===== config.mk =====
export PLATFORM = sky130hd
export DESIGN_NAME = spike_fifo_reader
export DESIGN_NICKNAME = d
export VERILOG_FILES = /design/src/rtl/spike_fifo_reader_pkg.sv /design/src/rtl/spike_fifo_reader_rr_pick.sv /design/src/rtl/spike_fifo_reader.sv
export SDC_FILE = /design/constraint.sdc
export NUM_CORES = 1
export LEC_CHECK = 0
export CORE_ASPECT_RATIO = 0.5
export CORE_MARGIN = 3
export CORE_UTILIZATION = 51
export CTS_CLUSTER_SIZE = 14
export DETAILED_ROUTE_END_ITERATION = 12
export PLACE_DENSITY = 0.78
export SLEW_MARGIN = 20
export SYNTH_ARGS = -nofsm -noshare
export SYNTH_HDL_FRONTEND = slang
export SYNTH_HIERARCHICAL = 1
export SYNTH_SLANG_ARGS = --single-unit
export TNS_END_PERCENT = 5

===== constraint.sdc =====
create_clock -name CLK -period 4.8 [get_ports CLK]
set_input_delay 0.96 -clock CLK [delete_from_list [all_inputs] [get_ports CLK]]
set_output_delay 0.96 -clock CLK [all_outputs]
set_load 0.005 [all_outputs]

===== src/rtl/spike_fifo_reader_pkg.sv =====
// Shared definitions for the spike FIFO drain path and the router-side AER receiver.
//   NUM_CH_DEF / ADDR_DW_DEF / STAMP_DW_DEF : default bank geometry
//   EVT_CNT_W                               : width of the completed-event counter
//   aer_fsm_e                               : FIFO-read / AER handshake state encoding
package spike_fifo_reader_pkg;

  localparam int unsigned NUM_CH_DEF   = 16;
  localparam int unsigned ADDR_DW_DEF  = 14;
  localparam int unsigned STAMP_DW_DEF = 4;
  localparam int unsigned EVT_CNT_W    = 16;

  typedef enum logic [2:0] {
    ST_IDLE      = 3'd0,
    ST_READ      = 3'd1,
    ST_WAIT_DATA = 3'd2,
    ST_CAPTURE   = 3'd3,
    ST_REQ       = 3'd4,
    ST_ACK_LOW   = 3'd5
  } aer_fsm_e;

endpackage


===== src/rtl/spike_fifo_reader_rr_pick.sv =====
// Round-robin picker: first requesting channel at or after ptr, searching upward
// modulo NUM_CH.
//   req     : per-channel request (FIFO non-empty)
//   ptr     : search start index
//   grant_c : one-hot grant (combinational)
//   idx_c   : binary index of the granted channel (combinational)
//   valid_c : a grant was found (combinational)
module rr_pick #(
  parameter int unsigned NUM_CH = 16
) (
  input  logic [NUM_CH-1:0]         req,
  input  logic [$clog2(NUM_CH)-1:0] ptr,
  output logic [NUM_CH-1:0]         grant_c,
  output logic [$clog2(NUM_CH)-1:0] idx_c,
  output logic                      valid_c
);

  localparam int unsigned PTR_W = $clog2(NUM_CH);

  logic [PTR_W-1:0] cand;

  // Walk the rotated request vector; the first hit wins.
  always_comb begin
    grant_c = '0;
    idx_c   = '0;
    valid_c = 1'b0;
    cand    = '0;
    for (int unsigned i = 0; i < NUM_CH; i++) begin
      cand = PTR_W'((32'(ptr) + i) % NUM_CH);
      if (!valid_c && req[cand]) begin
        grant_c[cand] = 1'b1;
        idx_c         = cand;
        valid_c       = 1'b1;
      end
    end
  end

endmodule


===== src/rtl/spike_fifo_reader.sv =====
// Drain side of the output spike FIFO bank: round-robin read of non-empty channels,
// capture of the returned address/stamp, and a four-phase AER req/ack to the router.
//   CLK, RST_N      : clock, synchronous active-low reset
//   enable          : permits new arbitration; an in-flight event always completes
//   empty_group     : per-channel FIFO empty flags
//   fifo_dout/stamp : muxed FIFO data, valid the cycle after the read strobe
//   re              : one-hot read strobe, one cycle per grant
//   aer_req/ack     : AER handshake; aer_addr/aer_stamp stable while aer_req = 1
//   busy, drained   : status (not idle / idle with every FIFO empty)
//   event_cnt       : completed events since reset, wrapping
module spike_fifo_reader
  import spike_fifo_reader_pkg::*;
#(
  parameter int unsigned NUM_CH   = NUM_CH_DEF,
  parameter int unsigned ADDR_DW  = ADDR_DW_DEF,
  parameter int unsigned STAMP_DW = STAMP_DW_DEF
) (
  input  logic                 CLK,
  input  logic                 RST_N,
  input  logic                 enable,
  input  logic [NUM_CH-1:0]    empty_group,
  input  logic [ADDR_DW-1:0]   fifo_dout,
  input  logic [STAMP_DW-1:0]  fifo_stamp,
  output logic [NUM_CH-1:0]    re,
  output logic                 aer_req,
  input  logic                 aer_ack,
  output logic [ADDR_DW-1:0]   aer_addr,
  output logic [STAMP_DW-1:0]  aer_stamp,
  output logic                 busy,
  output logic                 drained,
  output logic [EVT_CNT_W-1:0] event_cnt
);

  localparam int unsigned PTR_W = $clog2(NUM_CH);

  aer_fsm_e             state_q, state_d;
  logic [PTR_W-1:0]     ptr_q, ptr_d;
  logic [PTR_W-1:0]     gidx_q, gidx_d;
  logic [NUM_CH-1:0]    re_q, re_d;
  logic                 req_q, req_d;
  logic [ADDR_DW-1:0]   addr_q, addr_d;
  logic [STAMP_DW-1:0]  stamp_q, stamp_d;
  logic [EVT_CNT_W-1:0] cnt_q, cnt_d;

  logic [NUM_CH-1:0]    nonempty_c;
  logic [NUM_CH-1:0]    pick_grant_c;
  logic [PTR_W-1:0]     pick_idx_c;
  logic                 pick_valid_c;

  assign nonempty_c = ~empty_group;

  rr_pick #(.NUM_CH(NUM_CH)) u_rr_pick (
    .req     (nonempty_c),
    .ptr     (ptr_q),
    .grant_c (pick_grant_c),
    .idx_c   (pick_idx_c),
    .valid_c (pick_valid_c)
  );

  // State and output registers.
  always_ff @(posedge CLK) begin
    if (!RST_N) begin
      state_q <= ST_IDLE;
      ptr_q   <= '0;
      gidx_q  <= '0;
      re_q    <= '0;
      req_q   <= 1'b0;
      addr_q  <= '0;
      stamp_q <= '0;
      cnt_q   <= '0;
    end else begin
      state_q <= state_d;
      ptr_q   <= ptr_d;
      gidx_q  <= gidx_d;
      re_q    <= re_d;
      req_q   <= req_d;
      addr_q  <= addr_d;
      stamp_q <= stamp_d;
      cnt_q   <= cnt_d;
    end
  end

  // Next-state and next-output logic; re defaults low so it pulses only in READ.
  always_comb begin
    state_d = state_q;
    ptr_d   = ptr_q;
    gidx_d  = gidx_q;
    re_d    = '0;
    req_d   = req_q;
    addr_d  = addr_q;
    stamp_d = stamp_q;
    cnt_d   = cnt_q;
    case (state_q)
      ST_IDLE: begin
        if (enable && pick_valid_c) begin
          re_d    = pick_grant_c;
          gidx_d  = pick_idx_c;
          state_d = ST_READ;
        end
      end
      ST_READ:      state_d = ST_WAIT_DATA;
      ST_WAIT_DATA: state_d = ST_CAPTURE;
      ST_CAPTURE: begin
        addr_d  = fifo_dout;
        stamp_d = fifo_stamp;
        ptr_d   = (gidx_q == PTR_W'(NUM_CH - 1)) ? '0 : gidx_q + PTR_W'(1);
        req_d   = 1'b1;
        state_d = ST_REQ;
      end
      ST_REQ: begin
        if (aer_ack) begin
          req_d   = 1'b0;
          state_d = ST_ACK_LOW;
        end
      end
      ST_ACK_LOW: begin
        // Event is complete once the receiver has released ack.
        if (!aer_ack) begin
          cnt_d   = cnt_q + EVT_CNT_W'(1);
          state_d = ST_IDLE;
        end
      end
      default: state_d = ST_IDLE;
    endcase
  end

  assign re        = re_q;
  assign aer_req   = req_q;
  assign aer_addr  = addr_q;
  assign aer_stamp = stamp_q;
  assign event_cnt = cnt_q;
  assign busy      = (state_q != ST_IDLE);
  assign drained   = (state_q == ST_IDLE) && (&empty_group);

endmodule


After elaboration in Yosys (flattened, before gate mapping) --
Cells that the tools add are included.
Storage, ports and cells: bits in registers 62, bits of input ports 38, output and inout bits 53, logic and storage cells 259
Cells by class: order comparisons 32, muxes and demuxes 119, $add $sub $neg 17, equality and inequality tests 9, reduce and logical (&&, ||, !) cells 57, bitwise operators 17
Operators with widths (count):
- 16-bit two-way mux | 16
- 16-bit OR | 15
- 4-bit by 5-bit < comparator with 1-bit output (second input constant) | 16
- 4-bit two-way mux | 17
- 1-bit binary-select mux with 4-bit select | 16
- 1-bit demux with 4-bit select | 16
- 4-bit by 1-bit >= comparator with 1-bit output (second input constant) | 16
- 1-bit two-way mux | 49
- 1-bit logical AND | 33
- 4-bit adder (second input constant) | 8
- 3-bit one-hot mux with 6 select lines | 1
- 16-bit by 1-bit adder with 16-bit output (second input constant) | 1
- 4-bit by 3-bit adder with 4-bit output (second input constant) | 4
- 16-bit inverter | 1
- 16-bit AND reduction | 1
- 1-bit zero test | 15
- 3-bit two-way mux | 3
- 4-bit by 1-bit adder with 4-bit output (second input constant) | 2
- 4-bit by 2-bit adder with 4-bit output (second input constant) | 2
- 3-bit by 2-bit == test with 1-bit output (second input constant) | 2
- 3-bit == test (second input constant) | 2
- 2-bit inequality test (second input constant) | 3
- 2-bit AND reduction | 3
- 3-bit AND reduction | 2
- other kinds (7) | 7

Depth between registers and ports, before layout --
depth after elaboration 52, mapped depth 20, mapped depth without buffers 14

Modules after synthesis --
The synthesis kept the hierarchy.
Modules (own cells, without submodules):
- rr_pick | seq. area each 0.0 µm², area an instance 3928.8 µm², instances 1, cells an instance 568
- spike_fifo_reader | seq. area each 1241.2 µm², area an instance 2417.3 µm², instances 1, cells an instance 281

Worst setup path after synthesis --
Ideal clock, no wire load.
kind reg2reg, start register ptr_q[2], end register gidx_q[2], setup time 128 ps, stages on the path, launching flop included 17, path buffers 4, slack -140 ps, data required time 4672 ps, data arrival time 4812 ps, period minus slack after synthesis 4940 ps, cell sequence dfxtp_1 > clkbuf_1 > buf_2 > inv_1 > clkbuf_1 > ha_1 > clkbuf_1 > mux4_2 > mux4_2 > or2_1 > or3_1 > or3_4 > or2_4 > mux2i_1 > a211o_1 > mux2i_1 > nor2_1
Between the ends: elaborated cells between the ends (all ways) 111, those cells by class add/sub (15); mux (64); reduce/logical (32)
RTL lines:
- start, declared | line spike_fifo_reader.sv:37 | logic [PTR_W-1:0] ptr_q, ptr_d;
- start signal, assigned | line spike_fifo_reader.sv:73 | ptr_q <= ptr_d;
- parallel branches: the longest is 47 deep, another holds 4-bit by 1-bit adder with 4-bit output
- 4-bit two-way mux * | line spike_fifo_reader_rr_pick.sv:30 | if (!valid_c && req[cand]) begin
- named net pick_idx_c[2] | line spike_fifo_reader.sv:47 | logic [PTR_W-1:0] pick_idx_c;
- end signal, assigned | line spike_fifo_reader.sv:74 | gidx_q <= gidx_d;
- end, declared | line spike_fifo_reader.sv:38 | logic [PTR_W-1:0] gidx_q, gidx_d;
Mark *: on every way through the listed nets, which the timed path passes. The select of a mux whose other input is x is not followed. A chain may end at the register's enable or synchronous reset.

Final worst setup path --
start input empty_group[12], end register gidx_q[2]
Between the ends: elaborated cells between the ends (all ways) 97, those cells by class mux (64); bitwise (1); reduce/logical (32)
RTL lines:
- start, declared | line spike_fifo_reader.sv:21 | input logic [NUM_CH-1:0] empty_group,
- 16-bit inverter * | line spike_fifo_reader.sv:50 | assign nonempty_c = ~empty_group;
- named net nonempty_c[12] | line spike_fifo_reader.sv:45 | logic [NUM_CH-1:0] nonempty_c;
- 1-bit binary-select mux with 4-bit select | line spike_fifo_reader_rr_pick.sv:30
- 1-bit two-way mux (implied by the code) | line spike_fifo_reader_rr_pick.sv:30
- 1-bit two-way mux | line spike_fifo_reader_rr_pick.sv:30
- 1-bit zero test | line spike_fifo_reader_rr_pick.sv:30
- 1-bit logical AND | line spike_fifo_reader_rr_pick.sv:30
- 1-bit two-way mux | line spike_fifo_reader_rr_pick.sv:30
- (+35 left out)
- 1-bit two-way mux | line spike_fifo_reader_rr_pick.sv:30
- 1-bit zero test | line spike_fifo_reader_rr_pick.sv:30
- 1-bit logical AND | line spike_fifo_reader_rr_pick.sv:30
- 1-bit two-way mux | line spike_fifo_reader_rr_pick.sv:30
- 1-bit zero test | line spike_fifo_reader_rr_pick.sv:30
- 1-bit logical AND | line spike_fifo_reader_rr_pick.sv:30
- 4-bit two-way mux * | line spike_fifo_reader_rr_pick.sv:30
- named net pick_idx_c[2] | line spike_fifo_reader.sv:47
The timed path passes the listed nets; every way through them passes the cells marked *. The select of a mux whose other input is x is not followed.

==> impl_metrics.env <==
export IMPL_status="finished, final reports clean"
export IMPL_crit_path_end_kind="register"
export IMPL_netlist_area_mm2=0.00635
export IMPL_io_buffers=90
export IMPL_grt_pass1_wl_um=39100
export IMPL_synth_edf_count=0
export IMPL_finalSetupViolCount=0
export IMPL_total_power_mw=2.17
export IMPL_cts_hold_buf=0
export IMPL_antenna_left=0
export IMPL_n_antenna_cell=0
export IMPL_wl_met1_um=10300
export IMPL_drv_cap=0
export IMPL_std_cell_rows=28
export IMPL_drive_above_1_share_pct=14.1
export IMPL_die_area_mm2=0.0139
export IMPL_cts_root_buf="clkbuf_16"
export IMPL_nNetsFinal=1014
export IMPL_syn_nets=902
export IMPL_post_route_min_period_ns=4.58
export IMPL_drc_errors=0
export IMPL_drt_wirelength_per_cell_um=21.8
export IMPL_ff2ff_setup_slack_ns=0.32
export IMPL_async_flop_share_pct=0
export IMPL_report_final_slew_viol_count=0
export IMPL_synth_top_cells_by_count="nand2_1, nor2_1, dfxtp_1"
export IMPL_dr_total_vias=7649
export IMPL_synth_ff_latch_count=62
export IMPL_cts_max_level=3
export IMPL_hpwl_um=18900
export IMPL_first_pass_iters=6
export IMPL_cts_setup_buffers=0
export IMPL_area_growth_pct=27.0
export IMPL_cp_max_fo=7
export IMPL_crit_path_end="gidx_q[2]$_SDFFE_PN0P_"
export IMPL_antenna_found_initial=0
export IMPL_clkTransAtPathRegs_ns=0.06
export IMPL_top_layer="met4"
export IMPL_worstRegToRegCells=15
export IMPL_cts_made_buffers=9
export IMPL_start_util_pct=53.0
export IMPL_via_per_inst=6.76
export IMPL_cts_buffer_depth=2
export IMPL_dr_wl_met3_um=3280
export IMPL_yosysSeqAreaShare_pct=19.6
export IMPL_arrival_ns=4.83
export IMPL_wl_met2_um=10300
export IMPL_critPathLaunch="empty_group[12]"
export IMPL_p_per_area_mw_per_mm2=269
export IMPL_synth_avg_cell_area_um2=7.47
export IMPL_synth_top_area_cell="dfxtp_1"
export IMPL_yosysMostFrequentCell="nand2_1"
export IMPL_ctsResizeCount=0
export IMPL_synth_cell_types=82
export IMPL_criticalPathCategory="in -> reg"
export IMPL_die_w_um=164
export IMPL_grt_max_degree=32
export IMPL_hold_viol_final=0
export IMPL_worstPathRequired_ns=5.05
export IMPL_clkSinkCount=62
export IMPL_ys_warnings_count=6
export IMPL_rr_endpoint="gidx_q[2]$_SDFFE_PN0P_"
export IMPL_ios=91
export IMPL_gr_total_overflow=0
export IMPL_ir_drop_uv=191
export IMPL_drt_first_iter_violations=943
export IMPL_rsz0062_at_grt="no"
export IMPL_r2r_start="ptr_q[0]$_SDFFE_PN0N_"
export IMPL_die_h_um=84.9
export IMPL_fin_crit_sh_pct=95.3
export IMPL_slew_headroom_pct=45.0
export IMPL_first_global_vias=7102
export IMPL_netlist_top_cells_area="dfxtp_1, nand2_1, mux4_2"
export IMPL_fin_worst_skew_ns=0.0155
export IMPL_leakage_nw=2.90
export IMPL_worst_pin_slew_ns=0.825
export IMPL_core_mm2=0.0120
export IMPL_finalWeightedCongestion=1.07
export IMPL_cts_tree="yes"
export IMPL_synth_ff_type="dfxtp_1"
export IMPL_hold_class="reg -> reg"
export IMPL_finalSetupTns_ns=0
export IMPL_synth_top_area_share_pct=19.6
export IMPL_synthCells=849
export IMPL_fmax_mhz=219
export IMPL_start_kind="input port"
export IMPL_routed_wl_um=24700
export IMPL_clock_latency_ns=0.33
export IMPL_grt_use_total_pct=35.7
==> state kept, by name, summed over array words and instances (netlist names) <==
| name | cells |
|---|---|
| aer_addr | 14 |
| aer_req | 1 |
| aer_stamp | 4 |
| event_cnt | 16 |
| gidx_q | 4 |
| ptr_q | 4 |
| re | 16 |
| state_q | 3 |
==> layer usage <==
| metal | track usage (%) | up-vias |
|---|---|---|
| li1 | - | 3414 |
| met1 | 49.9 | 3588 |
| met2 | 52.6 | 558 |
| met3 | 10.6 | 89 |
| met4 | 12.4 | 0 |
| met5 | 0 | - |
==> power by group <==
| part | switching [mW] | internal, mW |
|---|---|---|
| combinational | 0.529 | 0.352 |
| sequential | 0.0225 | 0.536 |
| clock | 0.257 | 0.471 |
| total | 0.809 | 1.36 |
==> stage by stage <==
stage | utilization (%) | hold slack, ns | cell area (um2) | std cells | worst slack (ns)
global placement | 64.5 | 0.441 | 7720 | 1115 | 0.0747
detailed placement | 64.5 | 0.448 | 7720 | 1115 | 0.0206
floorplan | - | 0.453 | 6350 | 849 | 0.0150
finish | 67.2 | 0.455 | 8060 | 1131 | 0.225
global route | 67.2 | 0.480 | 8060 | 1131 | 0.0557
CTS | 67.2 | 0.460 | 8060 | 1131 | 0.358
==> cell usage in the layout (no fill, tap or decap), types with 13 or more instances in the layout <==
| cell | synthesis | final |
|---|---|---|
| nand4_1 | 14 | 14 |
| nand3_1 | 40 | 40 |
| inv_1 | 33 | 33 |
| a21oi_1 | 52 | 52 |
| clkdlybuf4s50_1 | 0 | 90 |
| buf_4 | 4 | 67 |
| o22ai_1 | 23 | 23 |
| o21ai_0 | 28 | 28 |
| and3_1 | 22 | 22 |
| nor3_1 | 30 | 30 |
| nor2_1 | 75 | 75 |
| or3_1 | 13 | 13 |
| nand2_1 | 129 | 129 |
| o221ai_1 | 20 | 20 |
| dfxtp_1 | 62 | 62 |
| ha_1 | 15 | 15 |
| xnor2_1 | 15 | 15 |
| mux2i_1 | 19 | 19 |
| mux4_2 | 17 | 17 |
==> worst max-delay path, stage by stage <==
cell and delay [ns]:
clkdlybuf4s50_1 0.48, inv_1 0.09, mux4_1 0.61, mux2_2 0.33, mux2i_1 0.20, and3_1 0.34
buf_4 0.18, nand3_1 0.29, buf_4 0.28, a311oi_1 0.26, nor3_1 0.09, o21ai_0 0.38
a211o_1 0.17, mux2i_1 0.07, nor2_1 0.10
==> layout make-up <==
type	instances	area, um2
fillers	1019	3930
repair buffers	159	1440
clock buffers	10	239
well taps	165	206
inverters	35	131
multi-input cells	694	4700
clock inverters	6	92.6
flip-flops and latches	62	1240
==> worst min-delay path by stage <==
stage | start | end | slack, ns | depth (start not counted)
after floorplan | aer_addr[0]$_SDFFE_PN0N_ | aer_addr[0]$_SDFFE_PN0N_ | 0.45 | 2
after global placement | aer_addr[12]$_SDFFE_PN0N_ | aer_addr[12]$_SDFFE_PN0N_ | 0.44 | 2
after detailed placement | aer_stamp[2]$_SDFFE_PN0N_ | aer_stamp[2]$_SDFFE_PN0N_ | 0.45 | 2
after CTS | aer_addr[13]$_SDFFE_PN0N_ | aer_addr[13]$_SDFFE_PN0N_ | 0.46 | 2
after global routing | aer_stamp[2]$_SDFFE_PN0N_ | aer_stamp[2]$_SDFFE_PN0N_ | 0.48 | 2
final | aer_addr[12]$_SDFFE_PN0N_ | aer_addr[12]$_SDFFE_PN0N_ | 0.45 | 2
==> kinds of logic (layout without fill, tap and decap cells) <==
group	Yosys count	in the layout	synth area share [%]
xor+xnor	24	24	3.31
buf+inv	93	210	6.35
fa+ha+maj	15	15	2.96
flops	62	62	19.6
simple gates	390	390	30.8
mux	57	57	14.9
compound gates	208	208	22.1
Power figures use the tool's default switching activity.
